<file path="src/rtl/sevseg_pkg.sv">
// Shared constants and types for the seven-segment scan reader.
// Patterns are lit-segment codes, abcdefg with bit 6 = a.
package sevseg_pkg;

   // Segments are driven low to light.
   localparam logic LED_ON = 1'b0;

   localparam int unsigned SEG_A = 6;
   localparam int unsigned SEG_B = 5;
   localparam int unsigned SEG_C = 4;
   localparam int unsigned SEG_D = 3;
   localparam int unsigned SEG_E = 2;
   localparam int unsigned SEG_F = 1;
   localparam int unsigned SEG_G = 0;

   localparam logic [6:0] SEG_0 = 7'b1111110;
   localparam logic [6:0] SEG_1 = 7'b0110000;
   localparam logic [6:0] SEG_2 = 7'b1101101;
   localparam logic [6:0] SEG_3 = 7'b1111001;
   localparam logic [6:0] SEG_4 = 7'b0110011;
   localparam logic [6:0] SEG_5 = 7'b1011011;
   localparam logic [6:0] SEG_6 = 7'b1011111;
   localparam logic [6:0] SEG_7 = 7'b1110000;
   localparam logic [6:0] SEG_8 = 7'b1111111;
   localparam logic [6:0] SEG_9 = 7'b1110011;
   localparam logic [6:0] SEG_A_HEX = 7'b1110111;
   localparam logic [6:0] SEG_B_HEX = 7'b0011111;
   localparam logic [6:0] SEG_C_HEX = 7'b1001110;
   localparam logic [6:0] SEG_D_HEX = 7'b0111101;
   localparam logic [6:0] SEG_E_HEX = 7'b1001111;
   localparam logic [6:0] SEG_F_HEX = 7'b1000111;

   typedef enum logic [1:0] {
      ST_WAIT    = 2'd0,
      ST_SETTLE  = 2'd1,
      ST_CAPTURE = 2'd2
   } state_e;

endpackage

</file>
<file path="src/rtl/sevseg_pattern_decoder.sv">
// Combinational decode of an active-low segment bus to a hex nibble.
// Anything that is not an exact hex glyph yields nibble 0 with err set.
import sevseg_pkg::*;

module sevseg_pattern_decoder (
   input  logic [6:0] seg_n,
   output logic [3:0] nibble,
   output logic       err
);

   logic [6:0] lit;

   always_comb begin
      lit        = '0;
      lit[SEG_A] = (seg_n[SEG_A] == LED_ON);
      lit[SEG_B] = (seg_n[SEG_B] == LED_ON);
      lit[SEG_C] = (seg_n[SEG_C] == LED_ON);
      lit[SEG_D] = (seg_n[SEG_D] == LED_ON);
      lit[SEG_E] = (seg_n[SEG_E] == LED_ON);
      lit[SEG_F] = (seg_n[SEG_F] == LED_ON);
      lit[SEG_G] = (seg_n[SEG_G] == LED_ON);
   end

   always_comb begin
      nibble = 4'h0;
      err    = 1'b0;
      case (lit)
         SEG_0:     nibble = 4'h0;
         SEG_1:     nibble = 4'h1;
         SEG_2:     nibble = 4'h2;
         SEG_3:     nibble = 4'h3;
         SEG_4:     nibble = 4'h4;
         SEG_5:     nibble = 4'h5;
         SEG_6:     nibble = 4'h6;
         SEG_7:     nibble = 4'h7;
         SEG_8:     nibble = 4'h8;
         SEG_9:     nibble = 4'h9;
         SEG_A_HEX: nibble = 4'hA;
         SEG_B_HEX: nibble = 4'hB;
         SEG_C_HEX: nibble = 4'hC;
         SEG_D_HEX: nibble = 4'hD;
         SEG_E_HEX: nibble = 4'hE;
         SEG_F_HEX: nibble = 4'hF;
         default: begin
            nibble = 4'h0;
            err    = 1'b1;
         end
      endcase
   end

endmodule

</file>
<file path="src/rtl/sevseg_scan_reader.sv">
// Reads back a multiplexed active-low seven-segment bus: settles on each anode,
// captures the decoded digit, and publishes a frame after repeated identical scans.
import sevseg_pkg::*;

module sevseg_scan_reader #(
   parameter int unsigned DIGITS         = 4,
   parameter int unsigned SETTLE_CYCLES  = 4,
   parameter int unsigned STABLE_SCANS   = 3,
   parameter int unsigned TIMEOUT_CYCLES = 1048576
) (
   input  logic                  clk,
   input  logic                  rst,
   input  logic [6:0]            seg_n,
   input  logic [DIGITS-1:0]     an_n,
   output logic [4*DIGITS-1:0]   value,
   output logic [DIGITS-1:0]     digit_err,
   output logic                  valid,
   output logic                  locked
);

   localparam int unsigned IDX_W   = (DIGITS > 1) ? $clog2(DIGITS) : 1;
   localparam int unsigned SET_W   = (SETTLE_CYCLES > 1) ? $clog2(SETTLE_CYCLES) : 1;
   localparam int unsigned MATCH_W = (STABLE_SCANS > 1) ? $clog2(STABLE_SCANS) : 1;
   localparam int unsigned TMO_W   = $clog2(TIMEOUT_CYCLES + 1);

   // SETTLE is entered one edge after the anode is first seen, so it ends one count early.
   localparam logic [SET_W-1:0]   SETTLE_LAST = SET_W'((SETTLE_CYCLES > 1) ? SETTLE_CYCLES - 2 : 0);
   localparam logic [MATCH_W-1:0] MATCH_MAX   = MATCH_W'(STABLE_SCANS - 1);
   localparam logic [TMO_W-1:0]   TMO_LAST    = TMO_W'(TIMEOUT_CYCLES - 1);

   state_e                state_q, state_d;
   logic [DIGITS-1:0]     an_lat_q, an_lat_d;
   logic [IDX_W-1:0]      slot_q, slot_d;
   logic                  hold_q, hold_d;
   logic [SET_W-1:0]      settle_cnt_q, settle_cnt_d;
   logic [DIGITS-1:0]     mask_q, mask_d;
   logic [4*DIGITS-1:0]   shadow_nib_q, shadow_nib_d;
   logic [DIGITS-1:0]     shadow_err_q, shadow_err_d;
   logic [4*DIGITS-1:0]   prev_nib_q, prev_nib_d;
   logic [DIGITS-1:0]     prev_err_q, prev_err_d;
   logic [MATCH_W-1:0]    match_cnt_q, match_cnt_d;
   logic [TMO_W-1:0]      tmo_cnt_q, tmo_cnt_d;
   logic                  need_pub_q, need_pub_d;
   logic [4*DIGITS-1:0]   value_q, value_d;
   logic [DIGITS-1:0]     err_q, err_d;
   logic                  valid_q, valid_d;
   logic                  locked_q, locked_d;

   logic [3:0]            dec_nib;
   logic                  dec_err;
   logic [3:0]            n_low;
   logic                  an_onehot;
   logic [IDX_W-1:0]      an_idx;
   logic                  frame_done;
   logic                  frame_equal;

   sevseg_pattern_decoder u_decoder (
      .seg_n  (seg_n),
      .nibble (dec_nib),
      .err    (dec_err)
   );

   always_comb begin
      n_low  = '0;
      an_idx = '0;
      for (int unsigned i = 0; i < DIGITS; i++) begin
         if (!an_n[i]) begin
            n_low  = n_low + 4'd1;
            an_idx = IDX_W'(i);
         end
      end
      an_onehot = (n_low == 4'd1);
   end

   assign frame_done  = &mask_q;
   assign frame_equal = (shadow_nib_q == prev_nib_q) && (shadow_err_q == prev_err_q);

   always_comb begin
      state_d      = state_q;
      an_lat_d     = an_lat_q;
      slot_d       = slot_q;
      hold_d       = hold_q;
      settle_cnt_d = settle_cnt_q;
      mask_d       = mask_q;
      shadow_nib_d = shadow_nib_q;
      shadow_err_d = shadow_err_q;
      prev_nib_d   = prev_nib_q;
      prev_err_d   = prev_err_q;
      match_cnt_d  = match_cnt_q;
      tmo_cnt_d    = tmo_cnt_q;
      need_pub_d   = need_pub_q;
      value_d      = value_q;
      err_d        = err_q;
      valid_d      = 1'b0;
      locked_d     = locked_q;

      case (state_q)
         ST_WAIT: begin
            // After a capture, the same anode must go away before it can be read again.
            if (!(hold_q && (an_n == an_lat_q))) begin
               hold_d = 1'b0;
               if (an_onehot) begin
                  an_lat_d     = an_n;
                  slot_d       = an_idx;
                  settle_cnt_d = '0;
                  state_d      = (SETTLE_CYCLES == 1) ? ST_CAPTURE : ST_SETTLE;
               end
            end
         end
         ST_SETTLE: begin
            if (!an_onehot) begin
               state_d = ST_WAIT;
            end else if (an_n != an_lat_q) begin
               an_lat_d     = an_n;
               slot_d       = an_idx;
               settle_cnt_d = '0;
            end else if (settle_cnt_q == SETTLE_LAST) begin
               state_d = ST_CAPTURE;
            end else begin
               settle_cnt_d = settle_cnt_q + 1'b1;
            end
         end
         ST_CAPTURE: begin
            state_d                  = ST_WAIT;
            hold_d                   = 1'b1;
            shadow_nib_d[slot_q*4 +: 4] = dec_nib;
            shadow_err_d[slot_q]     = dec_err;
         end
         default: state_d = ST_WAIT;
      endcase

      if (frame_done) begin
         mask_d    = '0;
         tmo_cnt_d = '0;
         if (frame_equal) begin
            if (match_cnt_q != MATCH_MAX) begin
               match_cnt_d = match_cnt_q + 1'b1;
            end
         end else begin
            match_cnt_d = '0;
            prev_nib_d  = shadow_nib_q;
            prev_err_d  = shadow_err_q;
         end
         if (match_cnt_d == MATCH_MAX) begin
            locked_d = 1'b1;
            if (need_pub_q || (shadow_nib_q != value_q) || (shadow_err_q != err_q)) begin
               value_d    = shadow_nib_q;
               err_d      = shadow_err_q;
               valid_d    = 1'b1;
               need_pub_d = 1'b0;
            end
         end
      end else if (tmo_cnt_q == TMO_LAST) begin
         tmo_cnt_d   = '0;
         locked_d    = 1'b0;
         match_cnt_d = '0;
         mask_d      = '0;
         need_pub_d  = 1'b1;
      end else begin
         tmo_cnt_d = tmo_cnt_q + 1'b1;
      end

      // A capture never coincides with frame completion, so the slot bit is simply ORed in.
      if (state_q == ST_CAPTURE) begin
         mask_d[slot_q] = 1'b1;
      end
   end

   always_ff @(posedge clk or posedge rst) begin
      if (rst) begin
         state_q      <= ST_WAIT;
         an_lat_q     <= '1;
         slot_q       <= '0;
         hold_q       <= 1'b0;
         settle_cnt_q <= '0;
         mask_q       <= '0;
         shadow_nib_q <= '0;
         shadow_err_q <= '0;
         prev_nib_q   <= '0;
         prev_err_q   <= '0;
         match_cnt_q  <= '0;
         tmo_cnt_q    <= '0;
         need_pub_q   <= 1'b1;
         value_q      <= '0;
         err_q        <= '0;
         valid_q      <= 1'b0;
         locked_q     <= 1'b0;
      end else begin
         state_q      <= state_d;
         an_lat_q     <= an_lat_d;
         slot_q       <= slot_d;
         hold_q       <= hold_d;
         settle_cnt_q <= settle_cnt_d;
         mask_q       <= mask_d;
         shadow_nib_q <= shadow_nib_d;
         shadow_err_q <= shadow_err_d;
         prev_nib_q   <= prev_nib_d;
         prev_err_q   <= prev_err_d;
         match_cnt_q  <= match_cnt_d;
         tmo_cnt_q    <= tmo_cnt_d;
         need_pub_q   <= need_pub_d;
         value_q      <= value_d;
         err_q        <= err_d;
         valid_q      <= valid_d;
         locked_q     <= locked_d;
      end
   end

   assign value     = value_q;
   assign digit_err = err_q;
   assign valid     = valid_q;
   assign locked    = locked_q;

endmodule

</file>
<file path="config.mk">
export PLATFORM = sky130hd
export DESIGN_NAME = sevseg_scan_reader
export DESIGN_NICKNAME = d
export VERILOG_FILES = /design/src/rtl/sevseg_pkg.sv /design/src/rtl/sevseg_pattern_decoder.sv /design/src/rtl/sevseg_scan_reader.sv
export SDC_FILE = /design/constraint.sdc
export NUM_CORES = 1
export LEC_CHECK = 0
export CORE_ASPECT_RATIO = 1.5
export CORE_MARGIN = 1.5
export CORE_UTILIZATION = 64
export DETAILED_ROUTE_END_ITERATION = 8
export GPL_TIMING_DRIVEN = 0
export PLACE_DENSITY = 0.91
export SKIP_CTS_REPAIR_TIMING = 1
export SLEW_MARGIN = 0
export SYNTH_ARGS = -nofsm -noshare
export SYNTH_HDL_FRONTEND = slang
export SYNTH_SLANG_ARGS = --single-unit
</file>
<file path="constraint.sdc">
create_clock -name clk -period 4.5 [get_ports clk]
set_input_delay 0.675 -clock clk [delete_from_list [all_inputs] [get_ports clk]]
set_output_delay 0.675 -clock clk [all_outputs]
set_load 0.02 [all_outputs]
</file>
==> impl_metrics.csv <==
group,metric,value,unit
final_layout,fin_nets,559,
final_layout,post-route-util,0.7639,
clock_network,path_clk_slew,0.07,ns
logic_synthesis,syn_nets,515,
worst_setup_path,cpMaxStageDelayCell,"clkdlybuf4s50_1",
floorplan,chipHeight,114.4,um
worst_setup_path,crit_top_cell,"ha_1",
worst_setup_path,slowest_delay,0.55,ns
clock_network,cts_tree,"done",
final_layout,nFillCells,495,
timing,slew_viol_final,0,
floorplan,rows,40,
clock_network,insertion_delay,0.35,ns
routing,antenna_left,0,
clock_network,cts_buffers,9,
global_route,grt_max_degree,60,
logic_synthesis,synth.avg_cell_area,10.85,sq um
timing,skew,0.01027,ns
logic_synthesis,seq_area_frac_synth,0.4786,
timing,hold_violations,0,
timing,finalSetupViolCount,0,
final_layout,drive_gt1_frac,0.1564,
clock_network,clock-sinks,101,
timing,max_slew_margin,0.4680,
worst_setup_path,start_kind,"input pin",
routing,routed_via_density,5.917,
routing,wl_met2,6156,um
floorplan,die_area,8838,sq um
routing,drt-total-wl,11080,um
final_layout,multi_input_area,2587,sq um
placed_design,routabilityCongestion,0.8420,
routing,wl_met1,4219,um
placed_design,dp_hpwl,7916,um
worst_setup_path,crit_fanout,7,
flow_run,maxCapViolations,0,
floorplan,start_util,0.6611,
global_route,grt_usage,0.2719,
worst_setup_path,critPathRequiredTime,4.74,ns
logic_synthesis,yosysWarnings,0,
timing,grt_setup_unrepaired,"no",
worst_setup_path,crit-reg2reg-launch,"shadow_nib_q[10]",
power_and_ir_drop,power_density,332.8,nW/um^2
logic_synthesis,syn-instance-count,488,
routing,drtIter0Drc,199,
routing,drt_pre_antenna_iters,4,
worst_setup_path,cp.arrival,3.39,ns
clock_network,cts_buffer_depth,2,
worst_setup_path,cp-startpoint,"an_n[0]",
worst_setup_path,worst_r2r_endpoint,"value[5]",
timing,worstMarginPinSlew,0.7907,ns
floorplan,core_area,8008,sq um
global_route,grt_first_pass_wirelength,18570,um
hold_path,min_path_type,"reg2reg",
outcome,outcome,"finished clean",
routing,dr.max_layer_used,"met4",
timing,min_period,3.159,ns
final_layout,regArea,2534,sq um
clock_network,htreeDepth,3,
final_layout,area_delta_synth_final,15.55,%
worst_setup_path,reg2reg_depth,7,
logic_synthesis,async_flop_share,1.000,
worst_setup_path,crit_path_end_kind,"flip-flop",
floorplan,ios,35,
logic_synthesis,synth_most_common_cell,"dfrtp_1",
power_and_ir_drop,leakage,0.002724,uW
floorplan,dieWidth,77.26,um
timing,finalSetupTns,0,ns
logic_synthesis,yosysTopAreaCellShare,0.4538,
timing,fin_crit_sh,0.7019,
power_and_ir_drop,ir_worst_vdd,0.2254,mV
worst_setup_path,critPathKind,"in2reg",
logic_synthesis,ys.flop_type,"dfrtp_1",
routing,dr_total_vias,3799,
logic_synthesis,synth_edf_count,0,
worst_setup_path,crit_chain,"clkdlybuf4s50_1 -> inv_1 -> ha_1 -> xnor2_1 -> ha_1 -> or3_1 -> o21a_1 -> nor3_4 -> o21ai_1 -> mux2_2",
logic_synthesis,synth-seq-cells,101,
logic_synthesis,synthTopCellsByArea,"dfrtp_1 (45%), xnor2_1 (5.8%), mux2_4 (5.7%)",
timing,clock.fmax,316.6,MHz
global_route,grt_overflow,0,
routing,routedWlPerCell,17.26,um
clock_network,cts_root_buf,"clkbuf_16",
routing,wl_met3,340,um
placed_design,io_buffers,32,
routing,drc,0,
logic_synthesis,netlist_area,5294,sq um
final_layout,n_antenna_cell,0,
logic_synthesis,synth.distinct_cells,53,
power_and_ir_drop,total_power,2036,uW
worst_setup_path,regToRegSetupSlack,1.87,ns
global_route,antenna_found_initial,0,
worst_setup_path,crit_path_end,"settle_cnt_q[1]",
logic_synthesis,synth_common_cells,"dfrtp_1 (96), nand2_1 (48), nor2_1 (39), xnor2_1 (35), xor2_1 (31)",
global_route,grt_pass1_vias,3927,
logic_synthesis,yosysTopAreaCell,"dfrtp_1",
## logic make-up after synthesis
logic type	Yosys count	share of synthesized area
buffers and inverters	34	0.03262
AOI/OAI and AO/OA	61	0.06925
DFF	101	0.4786
muxes	49	0.1177
xor gates and xnor gates	66	0.1092
adders and majority gates	14	0.03309
and+or+nand+nor	163	0.1595
## flip-flops by register name, summed over array words and instances (netlist names), 2 cells and up
| name | cells |
|---|---|
| an_lat_q | 4 |
| digit_err | 4 |
| mask_q | 4 |
| match_cnt_q | 2 |
| prev_err_q | 4 |
| prev_nib_q | 16 |
| settle_cnt_q | 2 |
| shadow_err_q | 4 |
| shadow_nib_q | 16 |
| slot_q | 2 |
| state_q | 2 |
| tmo_cnt_q | 21 |
| value | 16 |
## metrics by stage
step | hold slack (ns) | cells | setup WS [ns] | cell area [sq um]
after global placement | 0.4801 | 625 | -0.1163 | 5746
after floorplan | 0.4645 | 488 | 1.186 | 5294
after CTS | 0.5123 | 642 | 1.337 | 6117
final | 0.5084 | 642 | 1.341 | 6117
after global routing | 0.5402 | 642 | 1.179 | 6117
after detailed placement | 0.5017 | 626 | 0.9761 | 5776
## per-layer routing
layer	GRT usage	up-vias
li1	-	1769
met1	0.3051	1901
met2	0.4988	103
met3	0.04223	26
met4	0.1321	0
met5	0	-
## cells in the final DEF, fill, tap and decap left out, types with 8 or more instances in the layout
cell and count:
o21ai_0 30, mux2_2 26, nand3_1 10, xnor2_1 35
clkdlybuf4s50_1 32, inv_1 14, xor2_1 31, clkbuf_1 11
nand2_1 48, ha_1 14, nand4_1 12, and3_1 8
clkbuf_16 9, mux2_4 20, dfrtp_1 96, a21oi_1 10
nor2_1 39
## power breakdown
part | leakage (uW) | internal (uW) | switching (uW)
combinational | 0.00129 | 79.0 | 108
sequential | 0.00127 | 944 | 25.3
clock | 0.000167 | 558 | 322
## worst min path at each step
stage                              start             end  slack, ns  depth (start not counted)
after detailed placement  match_cnt_q[1]  match_cnt_q[1]       0.50                          1
after floorplan             tmo_cnt_q[0]    tmo_cnt_q[0]       0.46                          1
after global placement        need_pub_q      need_pub_q       0.48                          2
after CTS                     need_pub_q      need_pub_q       0.51                          2
final                         need_pub_q      need_pub_q       0.51                          2
after global routing       prev_err_q[1]   prev_err_q[1]       0.54                          1
## area by class of cell
type                            instances  share of cell area
Buffer                                 19             0.01902
Clock buffer                           12             0.04029
Clock inverter                          4             0.01555
Inverter                               15            0.009613
Multi-Input combinational cell        353              0.4230
Sequential cell                       101              0.4142
Tap cell                              105             0.02148
Timing Repair Buffer                   33             0.05686
## critical path, delay by kind of cell
family | cells | cell delay [ns]
buffers and inverters | 2 | 0.62
and+or+nand+nor | 2 | 0.62
adders and majority gates | 2 | 0.58
AOI/OAI and AO/OA | 2 | 0.36
muxes | 1 | 0.31
xor gates and xnor gates | 1 | 0.22
No activity file was read; power rests on OpenSTA's default activity.
